File: config.mk
export PLATFORM = sky130hd
export DESIGN_NAME = fftl_ctrl
export DESIGN_NICKNAME = d
export VERILOG_FILES = /design/src/rtl/fftl_ctrl.sv
export SDC_FILE = /design/constraint.sdc
export NUM_CORES = 1
export LEC_CHECK = 0
export ABC_AREA = 1
export BUFFER_PORTS_ARGS = -buffer_cell sky130_fd_sc_hd__clkbuf_2
export CAP_MARGIN = 20
export CORE_MARGIN = 1.5
export CORE_UTILIZATION = 35
export CTS_CLUSTER_DIAMETER = 40
export DETAILED_ROUTE_END_ITERATION = 12
export PLACE_DENSITY = 0.57
export SETUP_SLACK_MARGIN = 0.5
export SYNTH_ARGS = -nofsm -noshare
export SYNTH_HDL_FRONTEND = slang
export SYNTH_SLANG_ARGS = --single-unit
File: constraint.sdc
create_clock -name clk -period 2.1 [get_ports clk]
set_input_delay 0.105 -clock clk [delete_from_list [all_inputs] [get_ports clk]]
set_output_delay 0.105 -clock clk [all_outputs]
set_load 0.03 [all_outputs]
File: src/rtl/fftl_ctrl.sv
// rtl/fftl_ctrl.sv - fine frequency-tracking loop sequencer for the oscillator control code
// Averages detector votes over a 2^k window, steps the code, then settles before the next window.
module fftl_ctrl #(
  parameter int CODE_W       = 13,
  parameter int ACC_W        = 16,
  parameter int MAX_WIN_LOG2 = 12,
  parameter int LOCK_TOGGLES = 4
) (
  input  logic              clk,
  input  logic              rst,
  input  logic              fftl_en,
  input  logic [CODE_W-1:0] manual_control_osc,
  input  logic [3:0]        fine_con_step_size,
  input  logic [4:0]        fine_control_avg_window_select,
  input  logic [5:0]        div_ratio_half,
  input  logic              det_valid,
  input  logic              det_up,
  output logic [CODE_W-1:0] ctl_code,
  output logic              code_upd,
  output logic              lock,
  output logic              busy
);

  localparam int CNT_W = MAX_WIN_LOG2 + 1;
  localparam int TOG_W = $clog2(LOCK_TOGGLES + 1);

  typedef enum logic [2:0] {IDLE, LOAD, ACCUM, UPDATE, SETTLE} state_t;
  typedef enum logic [1:0] {DIR_NONE, DIR_UP, DIR_DN} dir_t;

  state_t state, state_nxt;

  logic signed [ACC_W-1:0] acc;
  logic [CNT_W-1:0]        samp_cnt;
  logic [CNT_W-1:0]        win_n;
  logic [3:0]              step_q;
  logic [4:0]              win_q;
  logic [6:0]              settle_cnt;
  logic [6:0]              settle_lim;
  logic [TOG_W-1:0]        tog_cnt, tog_nxt, tog_inc;
  dir_t                    last_dir, dir_nxt;
  logic                    win_done, enter_accum, acc_pos, acc_neg;
  logic [CODE_W:0]         code_up, code_dn;
  logic [CODE_W-1:0]       code_nxt;

  assign win_n      = CNT_W'(1) << win_q;
  assign win_done   = det_valid && ((samp_cnt + CNT_W'(1)) == win_n);
  assign settle_lim = {div_ratio_half, 1'b0} - 7'd1;
  assign acc_neg    = acc[ACC_W-1];
  assign acc_pos    = !acc[ACC_W-1] && (acc != '0);

  always_comb begin
    state_nxt = state;
    busy      = (state != IDLE);
    case (state)
      IDLE:    if (fftl_en) state_nxt = LOAD;
      LOAD:    state_nxt = ACCUM;
      ACCUM:   if (win_done) state_nxt = UPDATE;
      UPDATE:  state_nxt = (div_ratio_half == '0) ? ACCUM : SETTLE;
      SETTLE:  if (settle_cnt == settle_lim) state_nxt = ACCUM;
      default: state_nxt = IDLE;
    endcase
    if (!fftl_en) state_nxt = IDLE;
  end

  always_ff @(posedge clk) begin
    if (rst) state <= IDLE;
    else     state <= state_nxt;
  end

  // Step/window parameters and the accumulator are (re)armed on every entry into ACCUM.
  assign enter_accum = (state_nxt == ACCUM) && (state != ACCUM);

  always_comb begin
    code_up  = {1'b0, ctl_code} + (CODE_W+1)'(step_q);
    code_dn  = {1'b0, ctl_code} - (CODE_W+1)'(step_q);
    code_nxt = ctl_code;
    if (acc_pos)      code_nxt = code_up[CODE_W] ? '1 : code_up[CODE_W-1:0];
    else if (acc_neg) code_nxt = code_dn[CODE_W] ? '0 : code_dn[CODE_W-1:0];
  end

  always_comb begin
    tog_inc = (tog_cnt >= TOG_W'(LOCK_TOGGLES)) ? tog_cnt : tog_cnt + TOG_W'(1);
    tog_nxt = tog_cnt;
    dir_nxt = last_dir;
    if (last_dir == DIR_NONE) begin
      if (acc_pos)      dir_nxt = DIR_UP;
      else if (acc_neg) dir_nxt = DIR_DN;
    end else if (!acc_pos && !acc_neg) begin
      tog_nxt = tog_inc;
    end else if ((acc_pos && last_dir == DIR_DN) || (acc_neg && last_dir == DIR_UP)) begin
      tog_nxt = tog_inc;
      dir_nxt = acc_pos ? DIR_UP : DIR_DN;
    end else begin
      tog_nxt = '0;
    end
  end

  always_ff @(posedge clk) begin
    if (rst) begin
      ctl_code   <= '0;
      code_upd   <= 1'b0;
      lock       <= 1'b0;
      acc        <= '0;
      samp_cnt   <= '0;
      step_q     <= '0;
      win_q      <= '0;
      settle_cnt <= '0;
      tog_cnt    <= '0;
      last_dir   <= DIR_NONE;
    end else begin
      code_upd <= 1'b0;
      if (!fftl_en || state == IDLE || state == LOAD) begin
        ctl_code <= manual_control_osc;
      end else if (state == UPDATE) begin
        ctl_code <= code_nxt;
        code_upd <= 1'b1;
        tog_cnt  <= tog_nxt;
        last_dir <= dir_nxt;
        lock     <= (tog_nxt >= TOG_W'(LOCK_TOGGLES));
      end
      if (!fftl_en) lock <= 1'b0;

      if (state == LOAD) begin
        tog_cnt  <= '0;
        last_dir <= DIR_NONE;
      end

      if (enter_accum) begin
        acc      <= '0;
        samp_cnt <= '0;
        step_q   <= fine_con_step_size;
        win_q    <= (fine_control_avg_window_select > 5'(MAX_WIN_LOG2)) ?
                    5'(MAX_WIN_LOG2) : fine_control_avg_window_select;
      end else if (state == ACCUM && det_valid) begin
        acc      <= det_up ? acc + ACC_W'(1) : acc - ACC_W'(1);
        samp_cnt <= samp_cnt + CNT_W'(1);
      end

      if (state == UPDATE)      settle_cnt <= '0;
      else if (state == SETTLE) settle_cnt <= settle_cnt + 7'd1;
    end
  end

endmodule
Word-level counts from Yosys, hierarchy flattened --
Index checks and enable logic that the tools add are counted.
Word-level totals: register bits 68, bits of input ports 33, output and inout bits 16, logic and storage cells 90
Cells by class: add/sub/neg operators 8, $lt $le $gt $ge 3, eq/ne operators 12, shifts and indexed selects 1, mux-type cells 24, bitwise gates (word level) 2, reduce and logical (&&, ||, !) cells 29
Operator list (count):
- 13-bit 2-to-1 mux | 6
- 3-bit 2-to-1 mux | 8
- 16-bit by 2-bit adder with 16-bit output, second input constant | 1
- 16-bit 2-to-1 mux | 1
- 16-bit nonzero test | 1
- 16-bit by 2-bit subtractor with 16-bit output, second input constant | 1
- 3-bit one-hot mux with 5 select lines | 1
- 13-bit by 4-bit adder with 14-bit output | 1
- 13-bit by 4-bit subtractor with 14-bit output | 1
- 13-bit by 1-bit adder with 13-bit output, second input constant | 1
- 13-bit == test | 1
- 1-bit by 5-bit left shift with 13-bit output, first input constant | 1
- 2-bit 2-to-1 mux | 6
- 2-bit OR reduction | 5
- 3-bit by 2-bit == test with 1-bit output, second input constant | 3
- 7-bit by 1-bit adder with 7-bit output, second input constant | 1
- 7-bit == test | 1
- 1-bit logical AND | 7
- 7-bit by 1-bit subtractor with 7-bit output, second input constant | 1
- 3-bit >= comparator, second input constant | 2
- 6-bit logical NOT | 1
- 3-bit nonzero test | 2
- 5-bit by 4-bit greater-than comparator with 1-bit output, second input constant | 1
- 5-bit 2-to-1 mux | 1
- 17 further kinds | 24

Depth between registers and ports, before layout --
depth in word-level cells 9, mapped depth 15, gate-level depth less buffers 15

Worst setup path after synthesis --
No wires, ideal clock.
path type reg2reg, start point register ctl_code[0], end point register ctl_code[12], setup time 0.109 ns, data arrival time 2.043 ns, path slack -0.052 ns, stages on the path, launching flop included 13, path buffers 0, cell sequence dfxtp_1 > ha_1 > inv_1 > fa_1 > nand3b_1 > nand2_1 > nand4_1 > nor3_1 > nand2_1 > nand3_1 > nand3_1 > nand2_1 > inv_1
On the way: longest elaborated chain between the ends 6
RTL lines:
- start, declared | line 18 | output logic [CODE_W-1:0] ctl_code,
- start signal, assigned | line 113 | ctl_code <= manual_control_osc;
- start signal, assigned | line 115 | ctl_code <= code_nxt;
- 13-bit by 4-bit subtractor with 14-bit output | line 75 | code_dn = {1'b0, ctl_code} - (CODE_W+1)'(step_q);
- 13-bit 2-to-1 mux (2 in series) | line 78 | else if (acc_neg) code_nxt = code_dn[CODE_W] ? '0 : code_dn[CODE_W-1:0];
- 13-bit 2-to-1 mux (*) | line 77 | if (acc_pos) code_nxt = code_up[CODE_W] ? '1 : code_up[CODE_W-1:0];
- 13-bit 2-to-1 mux (*) | line 114 | end else if (state == UPDATE) begin
- 13-bit 2-to-1 mux (*) | line 112 | if (!fftl_en || state == IDLE || state == LOAD) begin
Mark *: on every way between the ends. The rest lies on a longest branch, timed or not. The select of a mux whose other input is x is not followed. A chain may end at the register's enable or synchronous reset.

Final worst setup path --
start point register step_q[0], end point register ctl_code[12]
On the way: longest elaborated chain between the ends 6
RTL lines:
- start, declared | line 35 | logic [3:0] step_q;
- start signal, assigned | line 131 | step_q <= fine_con_step_size;
- 13-bit by 4-bit subtractor with 14-bit output | line 75
- 13-bit 2-to-1 mux (2 in series) | line 78
- 13-bit 2-to-1 mux (*) | line 77
- 13-bit 2-to-1 mux (*) | line 114
- 13-bit 2-to-1 mux (*) | line 112
Marks and branches as above.

==> impl_metrics.prom <==
# TYPE chip_impl_metric gauge
chip_impl_metric{name="num_vias",unit=""} 5844
chip_impl_metric{name="grt_first_pass_wirelength",unit="um"} 25900
chip_impl_metric{name="timing.critical_path.required",unit="ps"} 2350
chip_impl_info{name="ys_top_cells_by_area",value="dfxtp_1 (25%), nand2_1 (16%), nor2_1 (7.7%)"} 1
chip_impl_metric{name="finClkSkew",unit="ps"} 7.54
chip_impl_info{name="min-delay-path-class",value="input pin to flop"} 1
chip_impl_info{name="endpoint_kind",value="flop"} 1
chip_impl_metric{name="final_wtd_congestion",unit=""} 0.870
chip_impl_metric{name="timing.final.max_slew_violations",unit=""} 0
chip_impl_metric{name="synthesis.area_per_instance",unit="um2"} 6.15
chip_impl_metric{name="grt-ovfl-total",unit=""} 0
chip_impl_metric{name="p_leak",unit="nW"} 3.18
chip_impl_metric{name="drt_drc_violations_left",unit=""} 0
chip_impl_info{name="outcome",value="finished, final reports clean"} 1
chip_impl_metric{name="clk_lat_worst_skew",unit="ps"} 350
chip_impl_metric{name="clk_transition_reported_paths",unit="ps"} 60
chip_impl_metric{name="power_frac_clock",unit="%"} 42.0
chip_impl_metric{name="numClockSinks",unit=""} 68
chip_impl_metric{name="htree_levels",unit=""} 3
chip_impl_metric{name="design.die.area",unit="um2"} 16200
chip_impl_metric{name="post_route_cells_drive_above_1_share",unit="%"} 35.1
chip_impl_info{name="cts_root_buf",value="clkbuf_16"} 1
chip_impl_info{name="category_of_the_worst_setup_path_launch_point",value="flop"} 1
chip_impl_metric{name="cap_viol_max_count",unit=""} 0
chip_impl_metric{name="syn-instance-count",unit=""} 876
chip_impl_info{name="cts_tree",value="yes"} 1
chip_impl_metric{name="finalSetupTns",unit="ps"} 0
chip_impl_metric{name="insertedDiodeCount",unit=""} 0
chip_impl_metric{name="totalWireLength",unit="um"} 15700
chip_impl_metric{name="area_growth",unit="%"} 41.3
chip_impl_metric{name="vias_cell",unit=""} 4.96
chip_impl_metric{name="cts_buffers",unit=""} 9
chip_impl_metric{name="avgRoutedWirePerCell",unit="um"} 13.3
chip_impl_metric{name="fin_worst_hold_slack",unit="ps"} 66.8
chip_impl_metric{name="ir_worst_vdd",unit="uV"} 436
chip_impl_metric{name="finalSetupViolations",unit=""} 0
chip_impl_metric{name="worst_slew_margin_rel",unit="%"} 66.1
chip_impl_metric{name="finalNetCount",unit=""} 1049
chip_impl_metric{name="die_width",unit="um"} 127
chip_impl_metric{name="yosys.area.top_type_share",unit="%"} 25.2
chip_impl_metric{name="placement.io_buffers",unit=""} 48
chip_impl_metric{name="first_global_vias",unit=""} 5332
chip_impl_metric{name="power_switching_share",unit="%"} 31.3
chip_impl_metric{name="detail_route.iter0.violations",unit=""} 349
chip_impl_metric{name="netlist-cell-type-count",unit=""} 45
chip_impl_metric{name="drt_first_pass_iters",unit=""} 4
chip_impl_metric{name="r2r.worst_path.cells",unit=""} 12
chip_impl_info{name="critPathKind",value="flop to flop"} 1
chip_impl_info{name="cp_common_cell",value="nand2_1"} 1
chip_impl_metric{name="clock_path_buffers",unit=""} 2
chip_impl_metric{name="arrival_time_of_data_at_the_critical_path_endpoint",unit="ps"} 2240
chip_impl_metric{name="mappedNetlistNets",unit=""} 940
chip_impl_metric{name="hold_violations",unit=""} 0
chip_impl_metric{name="seqPwrFrac",unit="%"} 34.0
chip_impl_metric{name="worstPathMaxFanout",unit=""} 3
chip_impl_metric{name="fillers",unit=""} 1520
chip_impl_info{name="ys.flop_type",value="dfxtp_1"} 1
chip_impl_metric{name="cpPeakStageDelay",unit="ps"} 380
chip_impl_info{name="crit_chain",value="ha_4, inv_2, fa_2, nand3b_1, nand2_1, nand4_1, nor3_1, nand2_1, nand3_1, nand3_1, nand2_1, inv_1"} 1
chip_impl_metric{name="synth_seq_area_share",unit="%"} 25.2
chip_impl_metric{name="final_core_util",unit="%"} 50.3
chip_impl_metric{name="rows",unit=""} 45
chip_impl_metric{name="timing.hold.worst_path_depth",unit=""} 4
chip_impl_metric{name="synth-seq-cells",unit=""} 68
chip_impl_metric{name="synth.cell_area",unit="um2"} 5390
chip_impl_metric{name="cellInternalPower",unit="W"} 0.00277
chip_impl_metric{name="top_level_ports",unit=""} 49
chip_impl_metric{name="synthesis.yosys.warnings",unit=""} 0
chip_impl_metric{name="final.min_clock_period",unit="ps"} 2000
chip_impl_metric{name="synth_enable_flop_cells",unit=""} 0
chip_impl_metric{name="grt_use_total",unit="%"} 19.9
chip_impl_info{name="synth.cells.most_frequent",value="nand2_1 (232), nor2_1 (111), inv_1 (99), a21oi_1 (80), nand3_1 (79)"} 1
chip_impl_metric{name="die-height",unit="um"} 127
chip_impl_metric{name="total_switching_power",unit="W"} 0.00126
chip_impl_metric{name="initial_utilization",unit="%"} 35.6
chip_impl_info{name="synth_area_leader_cell",value="dfxtp_1"} 1
chip_impl_metric{name="grt_max_degree",unit=""} 19
chip_impl_metric{name="achievable-frequency",unit="MHz"} 501
chip_impl_metric{name="powerDensity",unit="nW/um2"} 530
chip_impl_metric{name="min_period_over_period",unit="%"} 95.1
chip_impl_metric{name="antenna_found_initial",unit=""} 0
chip_impl_metric{name="core_area",unit="um2"} 15100
chip_impl_info{name="critPathSlowestCell",value="dfxtp_4"} 1
chip_impl_metric{name="async_reset_ff_share",unit="%"} 0
chip_impl_metric{name="detail-route-antenna-nets",unit=""} 0
chip_impl_info{name="rsz0062_at_grt",value="true"} 1
chip_impl_metric{name="share_of_power_burned_in_combinational_logic",unit="%"} 24.1
chip_impl_metric{name="tightest_slew",unit="ps"} 505
chip_impl_metric{name="dpl.hpwl",unit="um"} 10600
chip_impl_info{name="library_cell_with_the_highest_instance_count_after_synthesis",value="nand2_1"} 1
power by group through the flow:
| stage | combinational, W | sequential, W | clock, W |
|---|---|---|---|
| after floorplan | 0.000496 | 0.00142 | 0 |
| after global placement | 0.000700 | 0.00140 | 0 |
| after detailed placement | 0.000699 | 0.00140 | 0 |
| after CTS | 0.000880 | 0.00137 | 0.00174 |
| after global routing | 0.00106 | 0.00138 | 0.00179 |
| final | 0.000971 | 0.00137 | 0.00169 |
cells by family after synthesis:
kind of cell    Yosys count  share of synthesized area, %
compound gates          146                          14.4
flops                    68                          25.2
simple gates            487                          39.7
fa+ha+maj                31                          7.61
buf+inv                 122                          9.42
xor+xnor                 22                          3.57
cells in the final DEF (no fill, tap or decap), types with 14 or more instances in the layout:
cell type	synthesis	layout
nand2_1	232	210
inv_1	99	84
nor2_1	111	76
nand3_1	79	62
a21oi_1	80	48
clkbuf_2	0	48
buf_4	3	48
o21ai_0	45	34
dfxtp_1	68	34
nor2_2	6	30
a21oi_2	1	29
dfxtp_2	0	21
nand2_2	5	18
ha_4	0	16
nand3_2	3	15
nand3b_1	14	14
xor2_1	15	14
nor2_4	3	14
registers in the layout (all words and copies together), names as in the netlist, named ones only:
| name | count |
|---|---|
| ctl_code | 13 |
| tog_cnt | 1 |
| state | 3 |
| samp_cnt | 13 |
| acc | 16 |
| code_upd | 1 |
| lock | 1 |
| last_dir | 2 |
| settle_cnt | 7 |
| win_q | 5 |
| step_q | 4 |
final cells by class:
class / count / area, um2 / share of cell area [%]
multi-input cells: 686 / 4310 / 56.6
flip-flops and latches: 68 / 1440 / 18.9
repair buffers: 112 / 860 / 11.3
inverters: 103 / 414 / 5.44
well taps: 188 / 235 / 3.09
clock buffers: 9 / 225 / 2.96
clock inverters: 7 / 98.8 / 1.30
repair inverters: 5 / 37.5 / 0.493
final timing paths:
check                         from           end  slack [ps]
min          fine_con_step_size[2]     step_q[2]          70
max                      step_q[0]  ctl_code[12]         100
min reg2reg                acc[11]       acc[11]         490
max reg2reg              step_q[0]  ctl_code[12]         100
worst max-delay path: cells and delay by family (launching register included):
| kind | cells | cell delay, ps |
|---|---|---|
| buffers and inverters | 2 | 70 |
| flip-flops | 1 | 380 |
| adder cells (fa/ha/maj) | 2 | 470 |
| AND/OR/NAND/NOR | 8 | 990 |
routing by layer:
metal  global-route usage [%]  wire [um]  up-vias
met5                        0          0        -
li1                         -          -     3085
met3                     4.56        639       14
met4                     5.15        167        0
met2                     32.0       7170       96
met1                     27.0       7740     2649
metrics by stage:
stage / total power, W / cell area [um2] / instances / setup slack [ps]
after floorplan: 0.00192 / 5680 / 876 / 148
after global placement: 0.00210 / 6170 / 1108 / 110
after detailed placement: 0.00210 / 6170 / 1108 / 90.8
after CTS: 0.00399 / 7190 / 1167 / 146
after global routing: 0.00423 / 7620 / 1178 / -5.27
final: 0.00404 / 7620 / 1178 / 102
what timing repair did:
item,4_1_cts,5_1_grt
hold endpoints to repair,0,0
resized for setup,95,102
setup buffers,36,10
endpoints found under the setup margin,53,59
hold buffers,0,0
cloned,7,1
pin swaps,40,36
No activity file was read; power rests on OpenSTA's default activity.
